$ cat src/rtl/seq_arith_unit.sv
// -----------------------------------------------------------------------------
// seq_arith_unit
//
// Multi-cycle arithmetic slice for the ALU datapath.
//   add/sub : result registered at the accept edge (single cycle).
//   mul     : iterative shift-add, WIDTH steps, full 2*WIDTH product.
//   div     : iterative restoring divider, WIDTH steps, {remainder, quotient}.
//   Signed mode works on magnitudes and fixes the signs on the final step.
//
// Handshake (valid/ready):
//   A start is accepted on a rising edge where the unit is IDLE and
//   Arith_Enable=1; operands, function and mode are captured on that edge.
//   While Busy=1 the unit is not ready and Arith_Enable is ignored. Every
//   completed operation raises Arith_Flag for exactly one cycle, and on that
//   cycle the unit is already IDLE, so a new start can be taken on the next edge.
//
// Ports:
//   CLK, RST       clock (rising edge), asynchronous active-low reset
//   A, B           operands (A = dividend, B = divisor for divide)
//   ALU_FUNC       00 add, 01 sub, 10 mul, 11 div
//   Signed_Mode    1 = two's complement operands
//   Arith_Enable   start request
//   Arith_OUT      result, held until the next completed operation
//   Carry_OUT      carry / borrow / overflow indicator
//   Arith_Flag     one-cycle result-valid pulse
//   Busy           high while mul/div iterates
//   Div_By_Zero    divide attempted with B == 0
//   state_dbg      1 while the FSM is in CALC (observation only)
// -----------------------------------------------------------------------------
module seq_arith_unit #(
  parameter int WIDTH = 16
) (
  input  logic                 CLK,
  input  logic                 RST,
  input  logic [WIDTH-1:0]     A,
  input  logic [WIDTH-1:0]     B,
  input  logic [1:0]           ALU_FUNC,
  input  logic                 Signed_Mode,
  input  logic                 Arith_Enable,
  output logic [2*WIDTH-1:0]   Arith_OUT,
  output logic                 Carry_OUT,
  output logic                 Arith_Flag,
  output logic                 Busy,
  output logic                 Div_By_Zero,
  output logic                 state_dbg
);

  localparam int W2 = 2 * WIDTH;
  localparam int CW = $clog2(WIDTH);

  localparam logic [1:0] FN_ADD = 2'b00;
  localparam logic [1:0] FN_SUB = 2'b01;
  localparam logic [1:0] FN_DIV = 2'b11;

  typedef enum logic {
    S_IDLE = 1'b0,
    S_CALC = 1'b1
  } state_t;

  state_t            state;

  // Iteration registers. p_q is shared: for mul it is {partial high, multiplier
  // shifting out}, for div it is {partial remainder, dividend/quotient}.
  logic [W2-1:0]     p_q;
  logic [WIDTH-1:0]  opb_q;     // multiplicand or divisor magnitude
  logic              is_div_q;
  logic              sgn_q;
  logic              neg_q;     // final product / quotient must be negated
  logic              rneg_q;    // remainder takes dividend's sign
  logic              ovf_q;     // signed most-negative / -1 case
  logic [CW-1:0]     cnt_q;

  // Accept-edge combinational values
  logic              a_neg, b_neg;
  logic [WIDTH-1:0]  a_mag, b_mag;
  logic [WIDTH:0]    sum_u, dif_u;
  logic              ovf_add, ovf_sub;
  logic              div_ovf;

  // Iteration combinational values
  logic [WIDTH:0]    mul_sum;
  logic [W2-1:0]     mul_next;
  logic [WIDTH:0]    rem_sh;
  logic [WIDTH:0]    div_diff;
  logic [W2-1:0]     div_next;
  logic [W2-1:0]     mul_res;
  logic              mul_carry;
  logic [WIDTH-1:0]  q_fin, r_fin;
  logic              last_step;

  always_comb begin
    a_neg    = Signed_Mode & A[WIDTH-1];
    b_neg    = Signed_Mode & B[WIDTH-1];
    // ~x+1 maps the most-negative value onto itself, which is its correct
    // unsigned magnitude.
    a_mag    = a_neg ? (~A + WIDTH'(1)) : A;
    b_mag    = b_neg ? (~B + WIDTH'(1)) : B;

    sum_u    = {1'b0, A} + {1'b0, B};
    dif_u    = {1'b0, A} - {1'b0, B};   // MSB is the borrow (A < B)
    ovf_add  = (A[WIDTH-1] == B[WIDTH-1]) && (sum_u[WIDTH-1] != A[WIDTH-1]);
    ovf_sub  = (A[WIDTH-1] != B[WIDTH-1]) && (dif_u[WIDTH-1] != A[WIDTH-1]);
    div_ovf  = Signed_Mode && (A == {1'b1, {(WIDTH-1){1'b0}}}) && (B == {WIDTH{1'b1}});
  end

  always_comb begin
    // Shift-add step: conditionally add the multiplicand into the high half,
    // then shift the whole register right, carry included.
    mul_sum  = {1'b0, p_q[W2-1:WIDTH]} + (p_q[0] ? {1'b0, opb_q} : {(WIDTH+1){1'b0}});
    mul_next = {mul_sum, p_q[WIDTH-1:1]};

    // Restoring step: shift next dividend bit into the remainder and try a
    // subtraction; keep it only when it does not go negative.
    rem_sh   = {p_q[W2-1:WIDTH], p_q[WIDTH-1]};
    div_diff = rem_sh - {1'b0, opb_q};
    if (div_diff[WIDTH])
      div_next = {rem_sh[WIDTH-1:0], p_q[WIDTH-2:0], 1'b0};
    else
      div_next = {div_diff[WIDTH-1:0], p_q[WIDTH-2:0], 1'b1};

    mul_res  = neg_q ? (~mul_next + W2'(1)) : mul_next;
    if (sgn_q)
      mul_carry = (mul_res[W2-1:WIDTH] != {WIDTH{mul_res[WIDTH-1]}});
    else
      mul_carry = |mul_res[W2-1:WIDTH];

    q_fin    = neg_q  ? (~div_next[WIDTH-1:0]  + WIDTH'(1)) : div_next[WIDTH-1:0];
    r_fin    = rneg_q ? (~div_next[W2-1:WIDTH] + WIDTH'(1)) : div_next[W2-1:WIDTH];

    last_step = (cnt_q == CW'(WIDTH - 1));
  end

  assign state_dbg = (state == S_CALC);

  always_ff @(posedge CLK or negedge RST) begin
    if (!RST) begin
      state       <= S_IDLE;
      p_q         <= '0;
      opb_q       <= '0;
      is_div_q    <= 1'b0;
      sgn_q       <= 1'b0;
      neg_q       <= 1'b0;
      rneg_q      <= 1'b0;
      ovf_q       <= 1'b0;
      cnt_q       <= '0;
      Arith_OUT   <= '0;
      Carry_OUT   <= 1'b0;
      Arith_Flag  <= 1'b0;
      Busy        <= 1'b0;
      Div_By_Zero <= 1'b0;
    end else begin
      Arith_Flag <= 1'b0;
      case (state)
        S_IDLE: begin
          if (Arith_Enable) begin
            case (ALU_FUNC)
              FN_ADD: begin
                Arith_OUT   <= {{WIDTH{1'b0}}, sum_u[WIDTH-1:0]};
                Carry_OUT   <= Signed_Mode ? ovf_add : sum_u[WIDTH];
                Div_By_Zero <= 1'b0;
                Arith_Flag  <= 1'b1;
              end
              FN_SUB: begin
                Arith_OUT   <= {{WIDTH{1'b0}}, dif_u[WIDTH-1:0]};
                Carry_OUT   <= Signed_Mode ? ovf_sub : dif_u[WIDTH];
                Div_By_Zero <= 1'b0;
                Arith_Flag  <= 1'b1;
              end
              default: begin
                if ((ALU_FUNC == FN_DIV) && (B == '0)) begin
                  // Divide by zero finishes immediately: quotient all ones,
                  // remainder is the raw dividend.
                  Arith_OUT   <= {A, {WIDTH{1'b1}}};
                  Carry_OUT   <= 1'b0;
                  Div_By_Zero <= 1'b1;
                  Arith_Flag  <= 1'b1;
                end else begin
                  state    <= S_CALC;
                  Busy     <= 1'b1;
                  p_q      <= {{WIDTH{1'b0}}, a_mag};
                  opb_q    <= b_mag;
                  is_div_q <= (ALU_FUNC == FN_DIV);
                  sgn_q    <= Signed_Mode;
                  neg_q    <= a_neg ^ b_neg;
                  rneg_q   <= a_neg;
                  ovf_q    <= div_ovf;
                  cnt_q    <= '0;
                end
              end
            endcase
          end
        end

        S_CALC: begin
          p_q   <= is_div_q ? div_next : mul_next;
          cnt_q <= cnt_q + CW'(1);
          if (last_step) begin
            state       <= S_IDLE;
            Busy        <= 1'b0;
            Arith_Flag  <= 1'b1;
            Div_By_Zero <= 1'b0;
            if (is_div_q) begin
              Arith_OUT <= {r_fin, q_fin};
              Carry_OUT <= ovf_q;
            end else begin
              Arith_OUT <= mul_res;
              Carry_OUT <= mul_carry;
            end
          end
        end

        default: state <= S_IDLE;
      endcase
    end
  end

endmodule

$ cat config.mk
export PLATFORM = sky130hd
export DESIGN_NAME = seq_arith_unit
export DESIGN_NICKNAME = d
export VERILOG_FILES = /design/src/rtl/seq_arith_unit.sv
export SDC_FILE = /design/constraint.sdc
export NUM_CORES = 1
export LEC_CHECK = 0
export BUFFER_PORTS_ARGS = -buffer_cell sky130_fd_sc_hd__buf_2
export CORE_MARGIN = 2
export CORE_UTILIZATION = 54
export CTS_CLUSTER_DIAMETER = 100
export DETAILED_ROUTE_END_ITERATION = 6
export PLACE_DENSITY = 0.77
export SYNTH_ARGS = -nofsm -noshare
export SYNTH_HDL_FRONTEND = slang
export SYNTH_SLANG_ARGS = --single-unit
$ cat constraint.sdc
create_clock -name CLK -period 5 [get_ports CLK]
set_clock_uncertainty 0.05 [all_clocks]
set_input_delay 0.5 -clock CLK [delete_from_list [all_inputs] [get_ports CLK]]
set_output_delay 0.5 -clock CLK [all_outputs]
set_load 0.03 [all_outputs]
# --- Word-level counts from Yosys, hierarchy flattened ---
# Cells that the tools add are included.
op_classes:
  n_addsub: 10
  n_eq_ne: 16
  muxes: 50
  n_bitwise: 11
  n_reduce_logical: 14
ops:
  columns: ["cell", "count"]
  rows:
  - ["32-bit two-way mux", 10]
  - ["32-bit case mux with 2 select lines", 3]
  - ["16-bit two-way mux", 5]
  - ["16-bit by 1-bit adder with 16-bit output, second input constant", 4]
  - ["16-bit inverter", 4]
  - ["16-bit by 16-bit adder with 17-bit output", 2]
  - ["32-bit by 1-bit adder with 32-bit output, second input constant", 1]
  - ["16-bit equality test, second input constant", 2]
  - ["32-bit inverter", 1]
  - ["1-bit two-way mux", 22]
  - ["16-bit by 16-bit subtractor with 17-bit output", 1]
  - ["17-bit by 16-bit subtractor with 17-bit output", 1]
  - ["16-bit zero test", 1]
  - ["16-bit != test", 1]
  - ["16-bit OR reduction", 1]
  - ["4-bit two-way mux", 3]
  - ["1-bit case mux with 2 select lines", 6]
  - ["3-bit AND reduction", 3]
  - ["4-bit case mux with 2 select lines", 1]
  - ["4-bit AND reduction", 2]
  - ["2-bit != test, second input constant", 3]
  - ["1-bit logical AND", 5]
  - ["4-bit by 1-bit adder with 4-bit output, second input constant", 1]
  - ["4-bit equality test, second input constant", 1]
  - ["12 further kinds", 17]
totals:
  reg_bits: 94
  in_bits: 38
  output_inout_bits: 37
  wordCells: 115

# --- Logic depth before layout (Yosys ltp) ---
# Gate-level depths: netlist of run 1.
logic_depth:
  word_depth: 10
  ltp_mapped: 23

# --- Worst setup path after synthesis of run 1 ---
# No wires, ideal clock.
synth_path:
  path_type: "reg2reg"
  start: "reg p_q[15]"
  end: "reg Arith_OUT[30]"
  arrival_ns: 5.115
  path_slack_ns: -0.252
  path_stages_with_launch: 22
  path_buffers: 3
  period_less_slack_ns: 5.252
  cell_sequence: "dfrtp_1 > inv_1 > ha_1 > inv_1 > fa_1 > a21o_1 > a21oi_1 > o21a_1 > o311ai_0 > a211oi_1 > or2_2 > buf_2 > buf_2 > buf_2 > nand2_1 > o21ai_0 > ha_1 > or4b_2 > o32a_1 > nor3b_1 > mux2_2 > o211ai_1"
synth_via:
  elab_chain_len: 8
  word_cells_on_any_way: 11
  cone_classes: "add/sub (3); mux (6); bitwise (2)"
synth_lines:
  columns: ["item", "line_no", "text"]
  rows:
  - ["start, declared", "64", "logic [W2-1:0] p_q;"]
  - ["start signal, assigned", "180", "p_q <= {{WIDTH{1'b0}}, a_mag};"]
  - ["start signal, assigned", "195", "p_q <= is_div_q ? div_next : mul_next;"]
  - ["17-bit by 16-bit subtractor with 17-bit output", "115", "div_diff = rem_sh - {1'b0, opb_q};"]
  - ["32-bit two-way mux", "116", "if (div_diff[WIDTH])"]
  - ["16-bit inverter", "128", "r_fin = rneg_q ? (~div_next[W2-1:WIDTH] + WIDTH'(1)) : div_next[W2-1:WIDTH];"]
  - ["16-bit by 1-bit adder with 16-bit output", "128", null]
  - ["16-bit two-way mux", "128", null]
  - ["32-bit two-way mux (*)", "202", "if (is_div_q) begin"]
  - ["32-bit two-way mux (*)", "197", "if (last_step) begin"]
  - ["32-bit case mux with 2 select lines (*)", "153", "case (state)"]
  - ["end signal, assigned", "158", "Arith_OUT <= {{WIDTH{1'b0}}, sum_u[WIDTH-1:0]};"]
  - ["end signal, assigned", "203", "Arith_OUT <= {r_fin, q_fin};"]
  - ["end signal, assigned", "206", "Arith_OUT <= mul_res;"]
  - ["end, declared", "40", "output logic [2*WIDTH-1:0] Arith_OUT,"]
# Mark *: on every way between the ends. The rest lies on a longest branch, timed or not. The select of a mux whose other input is x is not followed.
# A chain may end at the register's enable or synchronous reset.

# --- Final worst setup path of run 1 ---
# Same ends and word-level chain as after synthesis.

==> reports/results.tsv, run 1 <==
metric	value	unit
VDD IR max	0.519	mV
Static Leak	4.77	nW
commonest register cell after synthesis	dfrtp_1	
I/O pins	75	
cts hold-fix bufs	0	
top cells by area, synth	dfrtp_1, ha_1, xnor2_1	
Finish-stage setup viols	0	
outcome	finished clean	
startpoint types	flop	
Pwr Density	847	nW/um^2
synthesis-stage register bit count	94	
GPL Wtd Cong	1.02	
Yosys top cell area share	0.235	
number of synthesized flops with an enable pin	0	
Post-Syn Instances	1299	
crit path kind	reg2reg	
final hold vios	0	
worst hold path class	in2async	
worst skew pair latency	360	ps
Setup TNS	0	ps
final cycle utilization of the critical path	0.937	
initial drt markers	1400	
Via Count	10334	
measured slew at the worst slew-check pin	1060	ps
first-pass GRT wire length	53.0	mm
Mapped Area	10000	um^2
largest net degree at the start of global routing	68	
H-tree Lvls	3	
row count	49	
fin util	0.604	
nets	1448	
sequential share of the synthesized area	0.235	
post-route cell area	10900	um^2
GRT overflow	0	
Sink Count	94	
YS warnings	0	
Syn Area/Cell	7.72	um^2
CP endpoint kind	flop	
Routed WL per cell	21.7	um
Global Route Usage Sum	0.343	
Arr. time, crit path	4910	ps
clk slew on worst S/H paths	70	ps
synth cell count leaders	nand2_1, o21ai_0, nor2_1, dfrtp_1, xnor2_1	
Net Count, Synth	1412	
Antenna Nets Post-Route	0	
Tmin final	4690	ps
Final HPWL DP	26.1	mm
drt first pass iters	6	
Fmax achieved	213	MHz
Filler Cell Count	1640	
synth unique cells	78	
chip width	140	um
CTS tree	done	
Area growth, synth to finish	9.08	%
final wirelength	34.0	mm
share of flip-flops with an asynchronous set or reset	1.00	
CORE AREA	18100	um^2
layout cells sized above 1	0.109	
count leader, synth	nand2_1	
antenna violations before repair	2	
RSZ-0062 raised after global routing	false	
vias in the first global route	9396	
Initial Utilization	0.554	
DRC violations left	0	
Die Ht	140	um
Die ar.	19700	um^2
max_slew headroom	0.288	
root buf cell	clkbuf_16	
worst-case clock buffer depth	2	
IO Port Bufs	74	
Data required, critical path	5220	ps
post-synth top area cell	dfrtp_1	
total power	9.26	mW
placed cell area	10600	um^2
max cap viols	0	
total CTS buffers	9	
vias per cell	6.58	
Slew Limit Fails	0	
crit path max fanout	6	
-- what timing repair did --
| item | CTS | global route |
|---|---|---|
| endpoints found under the hold margin | 0 | 0 |
| buffers inserted | 0 | 0 |
| gates resized for setup | 0 | 3 |
| setup endpoints to repair | 0 | 3 |
-- routing by layer --
layer	wire, um	share of wire	up-vias	global-route usage
met2	14700	0.43	584	0.520
li1	-	-	4749	-
met4	906	0.027	2	0.0941
met1	14700	0.43	4929	0.502
met5	13	0.00038	-	0
met3	3670	0.11	70	0.0626
-- layout make-up --
type	count	area [um^2]	area share
clock inverters	5	81.3	0.00744
multi-input cells	1063	7150	0.654
repair buffers	96	538	0.0492
clock buffers	11	253	0.0231
diodes	1	2.50	0.000229
flip-flops and latches	94	2350	0.215
well taps	229	287	0.0262
inverters	71	267	0.0244
-- cell families after synthesis --
family                     after synthesis  share of synthesized area
DFF                                     94                      0.235
xor gates and xnor gates               124                      0.108
muxes                                   37                     0.0378
AOI/OAI and AO/OA                      408                      0.266
buffers and inverters                  142                     0.0552
adders and majority gates               75                     0.0966
and+or+nand+nor                        419                      0.202
-- power breakdown --
part           internal (mW)  switching (mW)  leakage, nW  total, mW
Combinational           2.61            4.23         3.47       6.83
Sequential              1.14           0.479         1.14       1.62
Clock                  0.467           0.335        0.162      0.801
Total                   4.22            5.04         4.77       9.26
-- through the flow --
stage	setup WS [ps]	hold WS, ps	instances
floorplan	54.4	154	1299
global placement	427	409	1553
detailed placement	288	414	1553
CTS	269	250	1569
global route	6.63	294	1569
finish	315	216	1570
-- placed cells by master (no fill, tap or decap), drive strengths merged, types with 20 or more instances in the layout --
cell and n:
ha 71, nor3 37, a211oi 20, nor2 103
xor2 35, buf 96, a21oi 78, nand2 143
dfrtp 94, o21ai 129, xnor2 89, a21o 25
mux2i 30, nand3 21, inv 70
-- worst max-delay path, stage by stage, from the launching register on --
cell	delay (ps)
dfrtp_1	380
inv_1	100
ha_1	180
inv_1	60
fa_1	390
a21o_1	190
a21oi_2	210
o21a_2	220
o311ai_0	190
a211oi_2	250
or2_4	200
mux2i_1	240
ha_1	220
or4b_2	630
o32a_1	360
nor3b_1	220
mux2_2	360
o211ai_1	150
-- state kept, by name (all words and copies together), names as in the netlist --
register / flops
Busy: 1
is_div_q: 1
cnt_q: 4
rneg_q: 1
Div_By_Zero: 1
ovf_q: 1
opb_q: 16
Arith_OUT: 32
Carry_OUT: 1
p_q: 32
state_dbg: 1
Arith_Flag: 1
sgn_q: 1
neg_q: 1
-- path summary, 6_finish.rpt --
| path | to | slack, ps | cells after the start | start |
|---|---|---|---|---|
| worst min register to register | Arith_OUT[1] | 430 | 1 | Arith_OUT[1] |
| worst max register to register | Arith_OUT[30] | 310 | 17 | p_q[15] |
| max in group asynchronous | p_q[1] | 3790 | 2 | RST |
| min in group CLK | opb_q[15] | 420 | 3 | B[15] |
| worst min-delay path | p_q[11] | 220 | 1 | RST |
| worst max-delay path | Arith_OUT[30] | 310 | 17 | p_q[15] |
Power figures use the tool's default switching activity.
==> run 2: changes to the inputs <==
CORE_UTILIZATION = 30   (was 54)
PLACE_DENSITY = 0.48   (was 0.77)
==> run 2 against run 1 <==
Net effect:
- worst setup slack got worse by 78 ps
- non-clock buffer count rose by 1
- wire length rose by 13%
- critical endpoint unchanged
- highest routed layer unchanged
==> reports/results.tsv, run 2 (same netlist as run 1, synthesis figures left out) <==
metric	value	unit
Pwr Density	842	nW/um^2
CTS tree	done	
combinational power share	0.739	
worst r2r src	p_q[15]	
WP depth	17	
Area growth, synth to finish	11.7	%
final cycle utilization of the critical path	0.953	
antenna violations before repair	1	
DRC violations left	0	
worst skew pair latency	370	ps
row count	66	
Static Leak	4.76	nW
worst-case reg-to-reg path depth	17	
Data required, critical path	5220	ps
Critical Path Max Stage Delay	630	ps
Tmin final	4760	ps
final wirelength	38.6	mm
outcome	finished clean	
Final HPWL DP	30.2	mm
CORE AREA	32700	um^2
Die ar.	34900	um^2
max_slew headroom	0.230	
root buf cell	clkbuf_16	
Via Count	10014	
chip width	187	um
Top cell by count, worst path	inv_1	
startpoint types	flop	
Final WS setup	237	ps
Finish-stage setup viols	0	
CP endpoint kind	flop	
IO Port Bufs	74	
Die Ht	187	um
Crit-path slowest cell	or4b_2	
worst hold margin	246	ps
vias in the first global route	9446	
CP top delay family	compound AO/OA/AOI/OAI gates	
Psw	5.24	mW
Routed WL per cell	21.6	um
initial drt markers	718	
final hold vios	0	
layout cells sized above 1	0.110	
Sw Ratio	0.556	
top flop regs	Arith_OUT x32, p_q x32, opb_q x16	
# diodes	0	
H-tree Lvls	3	
worst hold path class	in2async	
Arr. time, crit path	4980	ps
Internal Power	4.19	mW
Initial Utilization	0.307	
largest net degree at the start of global routing	67	
most frequent cells in the layout	nand2_1, o21ai_0, nor2_1	
crit path max fanout	6	
pre-CTS setup slack	195	ps
Fmax achieved	210	MHz
nets	1449	
drt first pass iters	5	
Sink Count	94	
cts hold-fix bufs	0	
origin of the worst setup path	p_q[15]	
Antenna Nets Post-Route	0	
GPL Wtd Cong	0.955	
Global Route Usage Sum	0.221	
max cap viols	0	
Slew Limit Fails	0	
total CTS buffers	9	
clock share of power	0.082	
I/O pins	75	
first-pass GRT wire length	59.4	mm
vias per cell	5.62	
buffers plus inverters on the worst setup path	2	
part of the power in registers	0.179	
measured slew at the worst slew-check pin	1150	ps
worst-case clock buffer depth	2	
VDD IR max	0.338	mV
most common cell after layout, fill and taps aside	nand2_1	
crit path kind	reg2reg	
GRT overflow	0	
crit path cell chain	inv_1 -> ha_1 -> inv_1 -> fa_1 -> a21o_1 -> a21oi_2 -> o21a_2 -> o311ai_0 -> a211oi_2 -> or2_4 -> mux2i_2 -> ha_2 -> or4b_2 -> o32a_1 -> nor3b_2 -> mux2_2 -> o211ai_1	
clk slew on worst S/H paths	80	ps
run 2: area by class of cell:
cell class / count / area, um^2
inverters: 71 / 267
multi-input cells: 1063 / 7160
clock inverters: 5 / 83.8
repair buffers: 97 / 546
fillers: 3591 / 21500
well taps: 442 / 553
flip-flops and latches: 94 / 2350
clock buffers: 10 / 229
run 2: metrics by stage:
step	cells	utilization	total power, mW	setup TNS, ps	area [um^2]
finish	1782	0.342	9.43	0	11200
global route	1782	0.342	10.2	-13.9	11200
CTS	1782	0.342	9.32	0	11200
detailed placement	1767	0.332	8.50	0	10900
global placement	1767	0.332	8.51	0	10900
floorplan	1299	-	6.42	0	10000
run 2: repair_timing:
item,4_1_cts,5_1_grt
setup endpoints to repair,0,3
setup buffers,0,0
resized for setup,0,6
run 2: power by group through the flow:
stage / Sequential, mW / Clock, mW / Combinational (mW)
2_1_floorplan: 1.64 / 0 / 4.78
3_3_place_gp: 1.69 / 0 / 6.82
3_5_place_dp: 1.68 / 0 / 6.82
4_1_cts: 1.67 / 0.787 / 6.86
5_1_grt: 1.75 / 0.817 / 7.61
6_report: 1.69 / 0.775 / 6.96
run 2: path summary, 6_finish.rpt:
kind / endpoint / slack (ps)
max: Arith_OUT[30] / 240
max in group asynchronous: is_div_q / 3640
min in group CLK: Arith_OUT[11] / 430
min reg2reg: Arith_OUT[11] / 430
min: Arith_OUT[9] / 250
max reg2reg: Arith_OUT[30] / 240
run 2: metal layers:
layer	vias to the layer above	GRT usage	share of wire
met5	-	0	0.00036
met4	2	0.0815	0.033
met3	60	0.0308	0.060
met2	353	0.325	0.42
met1	4849	0.326	0.48
li1	4750	-	-
